### src/rtl/icache_pkg.sv
// Shared constants for the instruction cache: FSM state encodings and
// helpers that derive the address-field widths from the cache geometry.
// Address split from the LSB: byte[1:0] | word offset | index | tag.
package icache_pkg;

   localparam int BYTE_BITS = 2;
   localparam int WORD_W    = 32;

   // FSM state encodings
   localparam logic [1:0] ST_IDLE = 2'd0;
   localparam logic [1:0] ST_REQ  = 2'd1;
   localparam logic [1:0] ST_FILL = 2'd2;

   // Word-offset width for a line of line_words 32-bit words.
   function automatic int off_w(input int line_words);
      return $clog2(line_words);
   endfunction

   // Index width for n_lines direct-mapped lines.
   function automatic int idx_w(input int n_lines);
      return $clog2(n_lines);
   endfunction

   // Tag width: whatever is left above byte, offset and index bits.
   function automatic int tag_w(input int addr_w, input int n_lines, input int line_words);
      return addr_w - BYTE_BITS - $clog2(line_words) - $clog2(n_lines);
   endfunction

endpackage

### src/rtl/icache_array.sv
// Tag/valid/data storage for the direct-mapped instruction cache.
// One asynchronous read port (indexed by the fetch pc) and one synchronous
// write port (line fill). Only the valid bits are reset.
//   clk, reset        : clock, synchronous active-high reset (clears valid)
//   rd_idx            : read line index
//   rd_valid/tag/data : contents of the indexed line
//   wr_en/idx/tag/data: fill a whole line and mark it valid
module icache_array
   import icache_pkg::*;
#(
   parameter int N_LINES    = 4,
   parameter int LINE_WORDS = 4,
   parameter int TAG_W      = 26,
   parameter int IDX_W      = $clog2(N_LINES)
) (
   input  logic                       clk,
   input  logic                       reset,
   input  logic [IDX_W-1:0]           rd_idx,
   output logic                       rd_valid,
   output logic [TAG_W-1:0]           rd_tag,
   output logic [WORD_W*LINE_WORDS-1:0] rd_data,
   input  logic                       wr_en,
   input  logic [IDX_W-1:0]           wr_idx,
   input  logic [TAG_W-1:0]           wr_tag,
   input  logic [WORD_W*LINE_WORDS-1:0] wr_data
);

   logic [N_LINES-1:0]              valid_q;
   logic [TAG_W-1:0]                tag_q  [N_LINES];
   logic [WORD_W*LINE_WORDS-1:0]    data_q [N_LINES];

   always_ff @(posedge clk) begin
      if (reset)
         valid_q <= '0;
      else if (wr_en)
         valid_q[wr_idx] <= 1'b1;
   end

   // Tag and data need no reset: valid gates every use of them.
   always_ff @(posedge clk) begin
      if (wr_en) begin
         tag_q[wr_idx]  <= wr_tag;
         data_q[wr_idx] <= wr_data;
      end
   end

   assign rd_valid = valid_q[rd_idx];
   assign rd_tag   = tag_q[rd_idx];
   assign rd_data  = data_q[rd_idx];

endmodule

### src/rtl/icache.sv
// Direct-mapped instruction cache with a blocking single-line refill.
// Hits in IDLE are served combinationally; a miss walks IDLE -> REQ -> FILL
// and the pc is looked up again on return to IDLE.
//   clk, reset   : clock, synchronous active-high reset
//   pc           : fetch address (bits [1:0] ignored)
//   instruction  : fetched word, 0 while stalled
//   stall        : pc not served this cycle
//   mem_req/addr : line-fill request and line-aligned address
//   mem_ack/data : fill-data pulse and the full line (word 0 in LSBs)
//   miss_count   : completed fills, wraps at 2^16
module icache
   import icache_pkg::*;
#(
   parameter int ADDRESS_SIZE = 32,
   parameter int N_LINES      = 4,
   parameter int LINE_WORDS   = 4
) (
   input  logic                         clk,
   input  logic                         reset,
   input  logic [ADDRESS_SIZE-1:0]      pc,
   output logic [31:0]                  instruction,
   output logic                         stall,
   output logic                         mem_req,
   output logic [ADDRESS_SIZE-1:0]      mem_addr,
   input  logic                         mem_ack,
   input  logic [WORD_W*LINE_WORDS-1:0] mem_data,
   output logic [15:0]                  miss_count
);

   localparam int OFF_W  = off_w(LINE_WORDS);
   localparam int IDX_W  = idx_w(N_LINES);
   localparam int TAG_W  = tag_w(ADDRESS_SIZE, N_LINES, LINE_WORDS);
   localparam int LOW_W  = BYTE_BITS + OFF_W;   // bits below the index

   logic [1:0]              state_q;
   logic [ADDRESS_SIZE-1:0] miss_addr_q;
   logic [15:0]             miss_count_q;

   logic [OFF_W-1:0]        pc_off;
   logic [IDX_W-1:0]        pc_idx;
   logic [TAG_W-1:0]        pc_tag;
   logic                    rd_valid;
   logic [TAG_W-1:0]        rd_tag;
   logic [WORD_W*LINE_WORDS-1:0] rd_data;
   logic [LINE_WORDS-1:0][WORD_W-1:0] rd_words;
   logic                    tag_hit;
   logic                    hit;
   logic                    wr_en;
   logic                    unused_pc_bits;

   assign pc_off = pc[BYTE_BITS +: OFF_W];
   assign pc_idx = pc[LOW_W +: IDX_W];
   assign pc_tag = pc[ADDRESS_SIZE-1 -: TAG_W];
   assign unused_pc_bits = ^pc[BYTE_BITS-1:0];

   // Fill uses only miss_addr, so a pc change during REQ/FILL cannot
   // redirect the line being written.
   assign wr_en = !reset && (state_q == ST_REQ) && mem_ack;

   icache_array #(
      .N_LINES    (N_LINES),
      .LINE_WORDS (LINE_WORDS),
      .TAG_W      (TAG_W),
      .IDX_W      (IDX_W)
   ) u_array (
      .clk      (clk),
      .reset    (reset),
      .rd_idx   (pc_idx),
      .rd_valid (rd_valid),
      .rd_tag   (rd_tag),
      .rd_data  (rd_data),
      .wr_en    (wr_en),
      .wr_idx   (miss_addr_q[LOW_W +: IDX_W]),
      .wr_tag   (miss_addr_q[ADDRESS_SIZE-1 -: TAG_W]),
      .wr_data  (mem_data)
   );

   // Output path sees only stored contents, never mem_data.
   assign rd_words = rd_data;
   assign tag_hit  = rd_valid && (rd_tag == pc_tag);
   assign hit      = !reset && (state_q == ST_IDLE) && tag_hit;

   assign stall       = !hit;
   assign instruction = hit ? rd_words[pc_off] : 32'd0;
   assign mem_req     = !reset && (state_q == ST_REQ);
   assign mem_addr    = miss_addr_q;
   assign miss_count  = miss_count_q;

   always_ff @(posedge clk) begin
      if (reset) begin
         state_q      <= ST_IDLE;
         miss_addr_q  <= '0;
         miss_count_q <= '0;
      end else begin
         case (state_q)
            ST_IDLE: if (!tag_hit) begin
               miss_addr_q <= {pc[ADDRESS_SIZE-1:LOW_W], {LOW_W{1'b0}}};
               state_q     <= ST_REQ;
            end
            ST_REQ: if (mem_ack) begin
               miss_count_q <= miss_count_q + 16'd1;
               state_q      <= ST_FILL;
            end
            ST_FILL: state_q <= ST_IDLE;
            default: state_q <= ST_IDLE;
         endcase
      end
   end

endmodule

### config.mk
export PLATFORM = sky130hd
export DESIGN_NAME = icache
export DESIGN_NICKNAME = d
export VERILOG_FILES = /design/src/rtl/icache_pkg.sv /design/src/rtl/icache_array.sv /design/src/rtl/icache.sv
export SDC_FILE = /design/constraint.sdc
export NUM_CORES = 1
export LEC_CHECK = 0
export ABC_AREA = 1
export BUFFER_PORTS_ARGS = -buffer_cell sky130_fd_sc_hd__buf_2
export CAP_MARGIN = 20
export CORE_MARGIN = 3
export CORE_UTILIZATION = 40
export CTS_CLUSTER_DIAMETER = 60
export DETAILED_ROUTE_END_ITERATION = 8
export PLACE_DENSITY = 0.61
export SLEW_MARGIN = 40
export SYNTH_ARGS = -nofsm -noshare
export SYNTH_HDL_FRONTEND = slang
export SYNTH_SLANG_ARGS = --single-unit
### constraint.sdc
create_clock -name clk -period 33.6 [get_ports clk]
set_clock_uncertainty 0.1 [all_clocks]
set_input_delay 3.36 -clock clk [delete_from_list [all_inputs] [get_ports clk]]
set_output_delay 3.36 -clock clk [all_outputs]
set_load 0.01 [all_outputs]
# Word-level counts from Yosys, hierarchy flattened
# Memory sizes are Yosys's and may differ from the RTL's.
# Cells that the tools add are included.
# classes
n_bitwise,2
shifts,0
order_cmp,4
mul,0
n_mux,12
n_eq_ne,4
n_div,0
addsub,1
n_reduce_logical,12
# op_table
operator,count
binary-select mux 32 bit (select 2 bit),1
two-way mux 32 bit,2
== test 26 bit,1
"adder 16 x 1 -> 16 bit, second input constant",1
"< comparator 2 x 3 -> 1 bit, second input constant",3
logical AND 1 bit,6
AND reduction 2 bit,3
two-way mux 1 bit,4
two-way mux 2 bit,2
"inequality test 2 bit, second input constant",2
OR 4 bit,1
case mux 2 bit (2 select lines),1
binary-select mux 1 bit (select 2 bit),1
demux 1 bit (select 2 bit),1
"== test 2 x 1 -> 1 bit, second input constant",1
">= comparator 2 x 1 -> 1 bit, second input constant",1
logical NOT 1 bit,2
logical NOT 2 bit,1
inverter 1 bit,1
# totals
elab_cells,41
regBits,50
mem_bits_ro,0
memories,2
input_bits,163
latchBits,0
ram_bits,616
# mem_list
name,depth,word_bits,rd,rd_clocked_by_memory_dff,write_ports,line,source
u_array.data_q,4,128,1,0,1,icache_array.sv:30,logic [WORD_W*LINE_WORDS-1:0] data_q [N_LINES];
u_array.tag_q,4,26,1,0,1,icache_array.sv:29,logic [TAG_W-1:0] tag_q [N_LINES];

# Logic depth before layout (Yosys ltp)
# Gate-level depths: netlist (run 1).
# logic_depth
ltp_word,5
depth_mapped,19
depth_no_buf,15

# Modules after synthesis
# A second synthesis (run 1) with hierarchy kept.
# hier_totals
hier_cells,3186
area_unflattened_um2,30080.1
# by_module_without_submodules
mod,seq_area_each_um2,n_inst,area_each_um2,cells_each
icache_array,18577.8,1,26196.4,2445
icache,920.9,1,3883.7,741

# Least setup slack after synthesis (run 1)
# OpenSTA, ideal clock, no wires.
# synth_path
path_type,input to register
start,input mem_ack
end,memory u_array.data_q[2][0] in the netlist's numbering (enable)
t_arrival_ns,14.091
path_stages,4
path_buffers,0
slack_ns,18.549
setup_time_ns,0.860
t_required_ns,32.640
cell_sequence,nand2_1 > nor2_1 > inv_1 > nor3_1
# synth_between
elab_chain_len,3
# synth_rtl
item,line,source
from (decl),icache.sv:25,"input logic mem_ack,"
logical AND 1 bit,icache.sv:58,assign wr_en = !reset && (state_q == ST_REQ) && mem_ack;
two-way mux 1 bit,icache_array.sv:41,if (wr_en) begin
two-way mux 1 bit (implied by the code),icache_array.sv:43,data_q[wr_idx] <= wr_data;
to (decl),icache_array.sv:30,
# Every way passes these cells.

# Worst setup path after layout (run 1)
# layout_path
start,input pc[5]
end,output instruction[13]
# layout_between
elab_chain_len,5
# layout_rtl
item,line,source
from (decl),icache.sv:20,"input logic [ADDRESS_SIZE-1:0] pc,"
memory read (4 x 26 bit) or binary-select mux 1 bit (select 2 bit) (tied branches),-,
== test 26 bit or two-way mux 1 bit (tied branches),"icache.sv:80, icache_array.sv:47",
logical AND 1 bit,icache.sv:80,assign tag_hit = rd_valid && (rd_tag == pc_tag);
logical AND 1 bit,icache.sv:81,assign hit = !reset && (state_q == ST_IDLE) && tag_hit;
two-way mux 32 bit *,icache.sv:84,assign instruction = hit ? rd_words[pc_off] : 32'd0;
to (decl),icache.sv:21,"output logic [31:0] instruction,"
# Mark *: on every way between the ends. The rest lies on a longest branch, timed or not. The select of a mux whose other input is x is not followed.

==> results.md, run 1 <==
- TritonCTS built the clock tree.
- The first global-routing pass estimated 106,000 um of wire.
- The count of cell instances traversed by the critical path is 14.
- Traced cell by cell, the critical path runs through buf_4 -> inv_6 -> nand3_1 -> nand2_1 -> nand2_1 -> nand2_1 -> nor2_1 -> nand2_1 -> nor2_1 -> nand2_1 -> nor2_1 -> nand3_4 -> nor2_1 -> buf_2.
- The via count of the first global-routing pass is 17.6k.
- Of the available clock period, the critical path in the final layout requires 30.6%.
- The count of filler cells inserted in the layout is 5,875.
- The initial antenna violation count came to 31.
- The largest single stage delay on the critical path is 0.57 ns.
- The total wire length after detailed routing is 70,800 um.
- The routability-driven placement congestion ratio is just under 0.8.
- The internal portion of total power is about 1400 uW.
- The most frequently used flop master after synthesis is sky130_fd_sc_hd__edfxtp_1.
- Of all nets on the critical path, the largest fanout is 90.
- The final global-route overflow total is 0.
- Counting instances, the worst hold path has a depth of 2.
- The number of hold buffers added after cts is 0.
- After floorplanning, the core was divided into 94 placement rows.
- By count the netlist is led by sky130_fd_sc_hd__edfxtp_1 (616), sky130_fd_sc_hd__nand2_1 (447), sky130_fd_sc_hd__nor2_1 (375).
- Ranked by total cell area, the synthesized netlist is headed by sky130_fd_sc_hd__edfxtp_1 (69%), sky130_fd_sc_hd__nand2_1 (6.3%), sky130_fd_sc_hd__nor2_1 (5.3%).
- The most instantiated library cell after synthesis is sky130_fd_sc_hd__edfxtp_1.
- The final-layout setup total negative slack is 0 ns.
- The portion of the post-synthesis area used by sequential elements is 73.0%.
- The clock-pin slew on the worst setup and hold paths is 0.05 ns.
- Sequential cells account for 50.8% of the total power.
- In the final routed layout, each cell accounts on average for 20.7 um.
- The Yosys step of the flow raised 0 warnings.
- The number of buffers and inverters on the critical path is 3.
- Using the TritonRoute via totals, the vias-per-cell ratio works out to roughly 5.3.
- The finished cells cover 31,100 um^2.
- For this block, the initial DRC count from the detailed router was 1,544.
- No sink is reached through more buffers than the 3 on the longest clock path.
- The critical path in this run is classified as in -> out.
- The area growth from synthesis to layout is 16.6%.
- The die outline height is 264 um.
- The area fraction of the dominant cell type after synthesis is 69.3%.
- In this run, the clock network consumes between 40% and 50% of the power.
- The smallest clock period supported by the final layout is computed as 10.28 ns.
- The overall track demand over capacity in global routing is 19.8%.
- The min-delay analysis places its worst path in the category reg -> reg.
- After detailed routing, the number of remaining DRC violations is 0.
- The total area inside the core boundary comes to 66,000 um^2.
- The number of H-tree branching levels is 3.
- Entering global routing, the biggest net connects 214 pins.
- For this design the ratio of total power to cell area is 59.1 nW/um^2.
- Of the total power, combinational logic draws 6.8%.
- Buffers added to address setup during post-CTS repair amount to 0.
- The initial cell density of the core is between 40% and 50%.
- The detail route stage leaves a number of antenna-violating nets equal to 0.
- The synthesized area per cell is 11.7 um^2.
- The clock reaches the later pin of the worst-skew pair after roughly 0.60 ns.
- In the final design database the tool counted 2,653 nets.
- For this run, the share of the core covered by cells in the final layout is between 40% and 50%.
- The number of distinct library cells after synthesis is 31.
- The number of slew-limit violations in the final report is 0.
- The post-synthesis instance area is 26,700 um^2.
- The run finished with clean final reports.
- Synthesis handed over a netlist of 2,287 instances.
- The number of sinks on the clock net is 666.
- For this run, asynchronously set or reset flops after synthesis account for 0%.
- The maximum resistive drop on vdd is 0.0393 mV.
- TritonCTS created a little over 70 clock buffers.
- The arrival time of data at the critical path endpoint is 6.82 ns.
- The count of max-cap constraint violations is 0.
- The kind of start point of the critical path is an input port.
- The switching power as a share of total power is 22.4%.
- The number of vias after detailed routing is 18.1k.
- The endpoint required time on the critical path is 30.14 ns.
- The worst-case reg-to-reg path depth is 8.
- The final hold violation count is 0.
- The kind of cell with the highest combined delay along the critical path is simple AND/OR/NAND/NOR gates.
- At the pin with the least slew margin, the transition time is roughly 0.84 ns.
- The headroom to the max-slew limit is a little over two fifths.
- The post-cts repair resize count is 0.
- The most numerous cell on the critical path is sky130_fd_sc_hd__nand2_1.
- For this design, the slowest cell found on the critical path is sky130_fd_sc_hd__buf_4.
- The floorplan step set the die width to 264 um.
- The worst setup path is captured at an output pin.
- Summing all placed instances gives a cell area of about 29,000 um^2.
- In this run the clock root is driven by a sky130_fd_sc_hd__clkbuf_16.
- Detailed placement finished with a half-perimeter wire length of 40,700 um.
- The total of flip-flops plus latches after synthesis is roughly 670.
- The iteration count of the initial detailed-routing pass is 5.
- The fraction of final layout cells with drive strength greater than 1 is 15.2%.
- Setup violations remaining at the end of the flow were counted as 0.
- The total net switching power is 412 uW.
- Timing would allow up to 97.3 MHz.
- Setup repair after global routing left no endpoint under its margin.
- Of all cell types, the one taking the most synthesized area is sky130_fd_sc_hd__edfxtp_1.
- The die covers around 70,000 um^2.
- 245 I/O pins were placed.
- The number of enable flip-flop cells after synthesis is 616.
- Buffers placed on the I/O ports in this run total between 200 and 250.
- The leakage dissipation is around 0.011 uW.
[cell families (layout without fill, tap and decap cells)]
kind of cell             count (synthesis)  after routing  synth area share (%)
AO/OA/AOI/OAI                          406            406                  8.58
XOR/XNOR                                 2              2                0.0656
adder cells (fa/ha/maj)                  1              1                0.0468
buffers and inverters                  206            460                  3.28
flip-flops                             666            666                  73.0
other                                    1             18                0.0140
AND/OR/NAND/NOR                       1005           1005                  15.0
[registers in the layout, indices dropped and copies added (netlist names)]
signal / flops
u_array.tag_q: 104
state_q: 2
u_array.data_q: 512
miss_count: 16
mem_addr: 28
u_array.valid_q: 4
[through the flow]
step	cells	hold WS [ns]	total power (uW)	setup WS (ns)
global route	3415	0.414	1910	22.98
finish	3422	0.374	1840	23.32
global placement	3274	0.351	1070	22.65
floorplan	2290	0.340	1030	18.55
detailed placement	3278	0.360	1080	23.13
CTS	3407	0.374	1860	23.13
[layout make-up]
type	count	area [um^2]	area share, %
Antenna cell	14	35.0	0.112
Tap cell	864	1080	3.47
Timing Repair Buffer	268	1540	4.95
Inverter	63	258	0.827
Sequential cell	666	19500	62.6
Multi-Input combinational cell	1418	6390	20.5
Clock inverter	38	415	1.33
Clock buffer	91	1930	6.21
[worst register-to-register path: cells and delay by family, from the launching register on]
kind,cells,cell delay (ns)
flops,1,0.34
simple gates,4,0.73
buf+inv,4,1.44
[layout by cell type (no fill, tap or decap), drive strengths merged, types with 4 or more instances in the layout]
cell,count
nand2,448
diode,14
inv,67
conb,4
edfxtp,616
nor3,9
buf,268
clkinv,26
a32o,13
o21ai,240
bufinv,7
dfxtp,50
o211ai,13
a21oi,21
o22ai,113
nor2,375
nand3,169
clkbuf,91
[routing by layer]
metal  GRT usage, %  routed length (um)  vias up
met5              0                 139        -
met1           25.8               29900     8882
li1               -                   -     8535
met3           4.57                4720      127
met4           7.76                2140       22
met2           32.4               33900      534
[worst paths after layout]
| kind | endpoint | startpoint | slack (ns) |
|---|---|---|---|
| worst min-delay path | u_array.valid_q[2] | u_array.valid_q[2] | 0.37 |
| worst max-delay path | instruction[13] | pc[5] | 23.32 |
| worst max register to register | u_array.data_q[1][78] | state_q[0] | 30.53 |
| worst min register to register | u_array.valid_q[2] | u_array.valid_q[2] | 0.37 |
[power by group through the flow]
stage | clock (uW) | sequential (uW) | combinational, uW
after CTS | 798 | 935 | 127
after floorplan | 0 | 958 | 72.2
after global routing | 832 | 936 | 141
after global placement | 0 | 952 | 122
after detailed placement | 0 | 952 | 127
final | 781 | 935 | 126
No activity file was read; power rests on OpenSTA's default activity.
==> inputs of run 2 (changes only) <==
==> constraint.sdc (replaced) <==
create_clock -name clk -period 10.1 [get_ports clk]
set_clock_uncertainty 0.1 [all_clocks]
set_input_delay 1.01 -clock clk [delete_from_list [all_inputs] [get_ports clk]]
set_output_delay 1.01 -clock clk [all_outputs]
set_load 0.01 [all_outputs]
==> results.md, run 2 (synthesis gave the netlist of run 1 again) <==
- Of all nets on the critical path, the largest fanout is 83.
- The endpoint required time on the critical path is 8.99 ns.
- The clock root buffer master is sky130_fd_sc_hd__clkbuf_16.
- Once layout is done, the placed cells without fillers occupy 31,100 um^2.
- After detailed routing, the total wire length is 70,700 um.
- TritonCTS built the clock tree.
- The clock period could shrink to approximately 5.4 ns.
- The final hold violation count is 0.
- The flow ran to the end, and the final reports show no timing, DRC or antenna violations.
- The leakage dissipation is 0.0114 uW.
- Once the floorplan was initialized, standard cells occupied between 40% and 50% of the core.
- The iteration count of the initial detailed-routing pass is 5.
- For this run, the top clock speed supported by timing is 186 MHz.
- Entering global routing, the biggest net connects 203 pins.
- The clock-pin slew on the worst setup and hold paths is 0.06 ns.
- The tightest min-delay check is of the reg -> reg type.
- In the layout the commonest cells are sky130_fd_sc_hd__edfxtp_1 (616), sky130_fd_sc_hd__nand2_1 (447), sky130_fd_sc_hd__nor2_1 (373).
- Before CTS, the worst setup slack after placement is 4.38 ns.
- The first global-routing pass estimated 105,000 um of wire.
- The number of slew-limit violations in the final report came to 0.
- The number of H-tree branching levels is 3.
- The register with the most flip-flops in the final layout is u_array.data_q.
- The number of hold buffers added after cts is 0.
- The maximum resistive drop on vdd is ~0.16 mV.
- At the end of routability-driven placement, the weighted congestion stood at around 0.81.
- Setup total negative slack on the finished layout was measured at 0 ns.
- After clock tree synthesis, the repair step resized 0 gates.
- After detailed routing, the number of remaining DRC violations is 0.
- The most numerous cell type found on the critical path is sky130_fd_sc_hd__nand2_1.
- After floorplanning, the core was divided into between 90 and 100 placement rows.
- The share of the clock period used by the worst path is 53.4%.
- The critical setup path kind is in -> out.
- The die covers between 60,000 and 70,000 um^2.
- In the global route stage, overall resource usage came out at 19.8%.
- STA puts the critical path data arrival time at roughly 4.3 ns.
- The initial DRC count is around 1.3k.
- The startpoint identified for the worst hold timing path is u_array.valid_q[3].
- The top-level I/O count is 245.
- The count of max-cap constraint violations is 0.
- The mean routed wirelength per cell is a little over 20 um.
- In this run the remaining antenna-violating nets after routing total 0.
- The worst hold-check slack is 0.367 ns.
- In this run the register-to-register setup slack is between 6 and 7 ns.
- The ratio of total power to cell area is 193 nW/um^2.
- The count of filler cells inserted in the layout is 5,884.
- Port buffering added ~240 buffers.
- The flip-flop count of the largest register, all copies and words added is 512.
- The chip width is 264 um.
- After detailed routing, the number of vias per cell comes to 5.27.
- The placed wire-length estimate after detailed placement is 40,900 um.
- Setup repair after global routing left no endpoint under its margin.
- STA classifies the critical path endpoint as an output pin.
- The area growth from synthesis to layout is 16.5%.
- The critical path goes through buf_8 -> buf_16 -> buf_6 -> nand2_1 -> nand3_1 -> nand2_1 -> nand2_1 -> nand2_1 -> nor2_1 -> nand2_1 -> nor2_1 -> nand2_1 -> nor2_1 -> nand3_4 -> a21oi_1 -> buf_2.
- The kind of start point of the critical path is an input port.
- The die outline height is around 260 um.
- The clock passes through at most 3 buffers.
- The post-route netlist has approximately 15% of its cells at a drive strength greater than 1.
- The headroom to the max-slew limit is 47.7%.
- The tree built by TritonCTS fans out to approximately 670 sinks.
- In this design, the stage delay of the slowest critical-path cell is 0.51 ns.
- On the critical path, the stage with the largest delay is an instance of sky130_fd_sc_hd__nand3_4.
- The buffer count from post-CTS setup fixing is 0.
- At the later pin of the worst-skew pair, clock insertion delay measures just over 0.6 ns.
- The final setup violation count is 0.
- For the pin with the worst max-slew slack, the measured transition is 0.784 ns.
- In this run, CTS created clock tree buffers numbering 73.
- The number of vias after detailed routing is approximately 18k.
- After global routing the overflow that remains totals 0.
- The start of the worst register-to-register path is state_q[0].
- Leaving out fill and tap cells, the most frequent cell in the layout is sky130_fd_sc_hd__edfxtp_1.
- The placeable core region is 66,000 um^2.
- At the end of the flow the core is filled with cells to 47.1%.
- Tracing the worst setup path back leads to its startpoint at pc[4].
- The via count of the first global-routing pass came to 17.3k.
- At the end of the flow, the number of nets in the layout was 2,655.
- The worst path meets setup with around 4.7 ns of slack.
- The post-place instance area is 28,700 um^2.
- The initial antenna violation count is 35.
run 2: critical path: cells and delay by family:
| kind | cells | cell delay, ns |
|---|---|---|
| compound gates | 1 | 0.30 |
| simple gates | 11 | 1.63 |
| buf+inv | 4 | 1.22 |
run 2: report_power, final:
group	switching [uW]	internal [uW]
Clock	1060	1430
Sequential	29.1	3080
Combinational	293	128
Total	1380	4640
run 2: path summary, 6_finish.rpt:
kind | endpoint | cells after the start
setup reg to reg | u_array.data_q[2][24] | 8
setup / recovery | instruction[30] | 16
hold / removal | u_array.valid_q[3] | 2
hold reg to reg | u_array.valid_q[3] | 2
run 2: layout make-up:
cell class / count / area [um^2] / share of cell area (%)
Sequential cell: 666 / 19500 / 62.7
Multi-Input combinational cell: 1418 / 6390 / 20.5
Clock buffer: 95 / 1950 / 6.28
Timing Repair Buffer: 269 / 1590 / 5.10
Tap cell: 864 / 1080 / 3.48
Clock inverter: 39 / 293 / 0.941
Inverter: 63 / 258 / 0.829
Antenna cell: 20 / 50.0 / 0.161
run 2: per-stage QoR:
| step | cells | total power [uW] |
|---|---|---|
| after global placement | 3273 | 3570 |
| after CTS | 3410 | 6080 |
| after detailed placement | 3276 | 3590 |
| after global routing | 3425 | 6250 |
| after floorplan | 2290 | 3430 |
| final | 3434 | 6010 |
run 2: layer usage:
metal,vias to the layer above,wire [um],GRT usage [%]
met5,-,182,0
met3,123,4790,5.29
li1,8581,-,-
met2,473,34000,32.4
met4,28,1990,7.76
met1,8878,29700,25.2
==> inputs of run 3 (changes only) <==
--- a/config.mk
+++ b/config.mk
@@ -5,14 +5,14 @@
 export SDC_FILE = /design/constraint.sdc
 export NUM_CORES = 1
 export LEC_CHECK = 0
-export ABC_AREA = 1
+export ABC_AREA = 0
 export BUFFER_PORTS_ARGS = -buffer_cell sky130_fd_sc_hd__buf_2
 export CAP_MARGIN = 20
 export CORE_MARGIN = 3
 export CORE_UTILIZATION = 40
 export CTS_CLUSTER_DIAMETER = 60
 export DETAILED_ROUTE_END_ITERATION = 8
-export PLACE_DENSITY = 0.61
+export PLACE_DENSITY = 0.64
 export SLEW_MARGIN = 40
 export SYNTH_ARGS = -nofsm -noshare
 export SYNTH_HDL_FRONTEND = slang
==> constraint.sdc (replaced) <==
create_clock -name clk -period 4.4 [get_ports clk]
set_clock_uncertainty 0.1 [all_clocks]
set_input_delay 0.44 -clock clk [delete_from_list [all_inputs] [get_ports clk]]
set_output_delay 0.44 -clock clk [all_outputs]
set_load 0.01 [all_outputs]
==> results.md, run 3 <==
- The run finished with clean final reports.
- The flip-flop and latch area is 19,500 um^2.
- Summed over all instances, the cell type with the most area after synthesis is sky130_fd_sc_hd__edfxtp_1.
- STA classifies the critical path endpoint as an output pin.
- The share of the clock period used by the worst path is a little over nine tenths.
- The register with the most flip-flops in the final layout is u_array.data_q.
- STA classifies the critical path startpoint as a flip-flop.
- The mean routed wirelength per cell is 22.2 um.
- The die covers between 60,000 and 70,000 um^2.
- The initial antenna violation count is 6.
- The post-route netlist has between 30% and 40% of its cells at a drive strength greater than 1.
- The number of enable flip-flop cells after synthesis is 616.
- For this run, the leading register cell type out of synthesis is sky130_fd_sc_hd__edfxtp_1.
- In the final layout, the multi-input gates occupy just under 6000 um^2.
- For this configuration, the core starts out at a cell density of 40.6%.
- The area growth from synthesis to layout is 24.2%.
- The critical setup path kind is reg -> out.
- The routed layout has 13.2k vias.
- The fraction of registers with async set/reset is 0%.
- The final critical path time including I/O delays and setup is 4.27 ns.
- Clock-pin slew was measured on the worst setup and hold paths at 0.06 ns.
- The leakage dissipation is 0.0108 uW.
- The ratio of total power to cell area is ~430 nW/um^2.
- The longest clock path from root to sink contains 3 buffers.
- The largest driver fanout on the critical path is 8.
- After legalization and detailed placement, the total HPWL measured 32,800 um.
- The die outline height is 259 um.
- The floorplan step set the die width to 259 um.
- Ranked by total cell area, the synthesized netlist is headed by sky130_fd_sc_hd__edfxtp_1 (72%), sky130_fd_sc_hd__mux4_2 (15%), sky130_fd_sc_hd__dfxtp_1 (3.9%).
- The clock root buffer master is sky130_fd_sc_hd__clkbuf_16.
- In the final design database the tool counted approximately 1.8k nets.
- The post-place instance area is approximately 28,000 um^2.
- Leaving out fill and tap cells, the most frequent cell in the layout is sky130_fd_sc_hd__edfxtp_1.
- The flip-flop count of the largest register, all copies and words added is a little over 500.
- The pre-antenna-repair detailed-routing pass consisted of 7 iterations.
- The clock tree synthesis step divided the H-tree into 3 levels.
- The share of the core filled with cells in the final layout is about half.
- The core region is 63,300 um^2.
- For this block, the routed nets add up to about 56,000 um of wire.
- The final setup violation count is 0.
- The post-synthesis instance area is about 26,000 um^2.
- The tightest min-delay check is of the in -> reg type.
- The number of sinks on the clock net is 666.
- Dividing the synthesized area by the synthesized cell count gives ~21 um^2.
- The via count of the first global-routing pass is 14.3k.
- The most instantiated library cell after synthesis is sky130_fd_sc_hd__edfxtp_1.
- Summed over all layers, the global routing overflow is 0.
- After routing the design area is 31,900 um^2.
- The largest net degree at the start of global routing is between 80 and 90.
- The endpoint required time on the critical path is 3.86 ns.
- The headroom to the max-slew limit is 51.8%.
- The latest clock arrival within the worst-skew pair is 0.59 ns.
- The number of buffers inserted by port buffering is 238.
- The vias per cell is 5.21.
- The filler cells instantiated in the layout total 5,121.
- The count of yosys warnings during synthesis is 0.
- Static timing analysis puts the maximum clock frequency at 234 MHz.
- The initial DRC count is 1,073.
- For the pin with the worst max-slew slack, the measured transition is 0.723 ns.
- The first global-routing pass estimated 85,500 um of wire.
- The post-detailed-route count of antenna-violating nets is 0.
- Counting flops and latches in the post-synthesis netlist gives 666.
- By count the netlist is led by sky130_fd_sc_hd__edfxtp_1 (616), sky130_fd_sc_hd__mux4_2 (174), sky130_fd_sc_hd__dfxtp_1 (50).
- In the layout the commonest cells are sky130_fd_sc_hd__edfxtp_1 (616), sky130_fd_sc_hd__buf_2 (234), sky130_fd_sc_hd__mux4_2 (174).
- The overall track demand over capacity in global routing is 16.8%.
- The routability-driven placement congestion ratio is 0.792.
- IR analysis of the VDD net gives a maximum drop of between 0.3 and 0.4 mV.
- In this run the core area contains 92 standard-cell rows.
- The final hold violation count is 0.
- The post-route DRC violation count is 0.
- The area fraction of the dominant cell type after synthesis is 72.0%.
- In the synthesized netlist, the number of instances is ~1.2k.
- Max-cap violations in this run came to 0.
- The portion of the post-synthesis area used by sequential elements is approximately three quarters.
- The number of clock buffers added by TritonCTS is 73.
- The arrival time of data at the critical path endpoint is 3.73 ns.
- TritonCTS built the clock tree.
- The number of distinct library cells after synthesis is 49.
- The number of slew-limit violations in the final report is 0.
- 245 I/O pins were placed.
[run 3: changes by cell type after synthesis, sizes merged, moves of 74 or more]
cell / delta
mux4: +175
nor2: -351
o22ai: -112
nand2: -429
clkbuf: -74
o21ai: -205
nand3: -140
[run 3: final timing paths]
| kind | start | endpoint | slack, ns | cells past startpoint |
|---|---|---|---|---|
| worst min-delay path | pc[28] | mem_addr[28] | 0.05 | 3 |
| worst max-delay path | u_array.tag_q[3][10] | instruction[6] | 0.13 | 9 |
| worst max register to register | u_array.tag_q[3][10] | mem_addr[11] | 1.43 | 8 |
| worst min register to register | u_array.valid_q[0] | u_array.valid_q[0] | 0.40 | 2 |
[run 3: what timing repair did]
action	4_1_cts	5_1_grt
hold buffers	146	0
endpoints found under the hold margin	530	0
resized for setup	0	5
setup buffers	0	4
setup endpoints to repair	0	13
[run 3: cell type report]
type / count / share of cell area [%]
inverter: 5 / 0.0588
antenna: 1 / 0.00785
clock buffer: 89 / 6.05
timing repair buffer: 417 / 9.59
multi-input combinational: 469 / 18.5
clock inverter: 45 / 1.35
tap: 846 / 3.32
sequential: 666 / 61.1
[run 3: where the power goes]
part           leakage [uW]  internal (uW)  switching (uW)
logic               0.00369            398             385
registers           0.00595           7010            48.1
clock network       0.00114           3450            2440
[run 3: cells by family after synthesis]
logic type	synth area share [%]
flip-flops	75.9
AND/OR/NAND/NOR	3.18
AO/OA/AOI/OAI	2.06
XOR/XNOR	1.02
buffers and inverters	1.38
multiplexers	16.4
adder cells (fa/ha/maj)	0.0487
other	0.0146
[run 3: per-layer routing]
| metal | vias to the layer above | share of wire, % | GRT usage, % |
|---|---|---|---|
| li1 | 5872 | - | - |
| met4 | 4 | 2.1 | 5.42 |
| met2 | 355 | 51 | 28.6 |
| met1 | 6915 | 42 | 22.0 |
| met5 | - | 0.048 | 0 |
| met3 | 74 | 4.9 | 2.99 |
[run 3: per-stage QoR]
step                TNS (ns)  hold WS (ns)  setup slack, ns  cells  total power, uW
floorplan            -261.56         0.341            -1.69   1208             7590
global placement           0         0.374            0.240   2251             7850
detailed placement         0         0.380            0.223   2252             7870
CTS                        0       0.00225           0.0276   2532            13900
global route        -0.00581        0.0227         -0.00535   2538            14200
finish                     0        0.0466            0.135   2538            13700
[run 3: critical path, cell delays in order (launching register included)]
cell	delay [ns]
sky130_fd_sc_hd__edfxtp_1	0.36
sky130_fd_sc_hd__mux4_2	0.51
sky130_fd_sc_hd__xor2_1	0.17
sky130_fd_sc_hd__nor4_2	0.32
sky130_fd_sc_hd__and4_1	0.33
sky130_fd_sc_hd__nand4_1	0.20
sky130_fd_sc_hd__or4_4	0.70
sky130_fd_sc_hd__buf_4	0.23
sky130_fd_sc_hd__nor2b_1	0.14
sky130_fd_sc_hd__buf_2	0.15
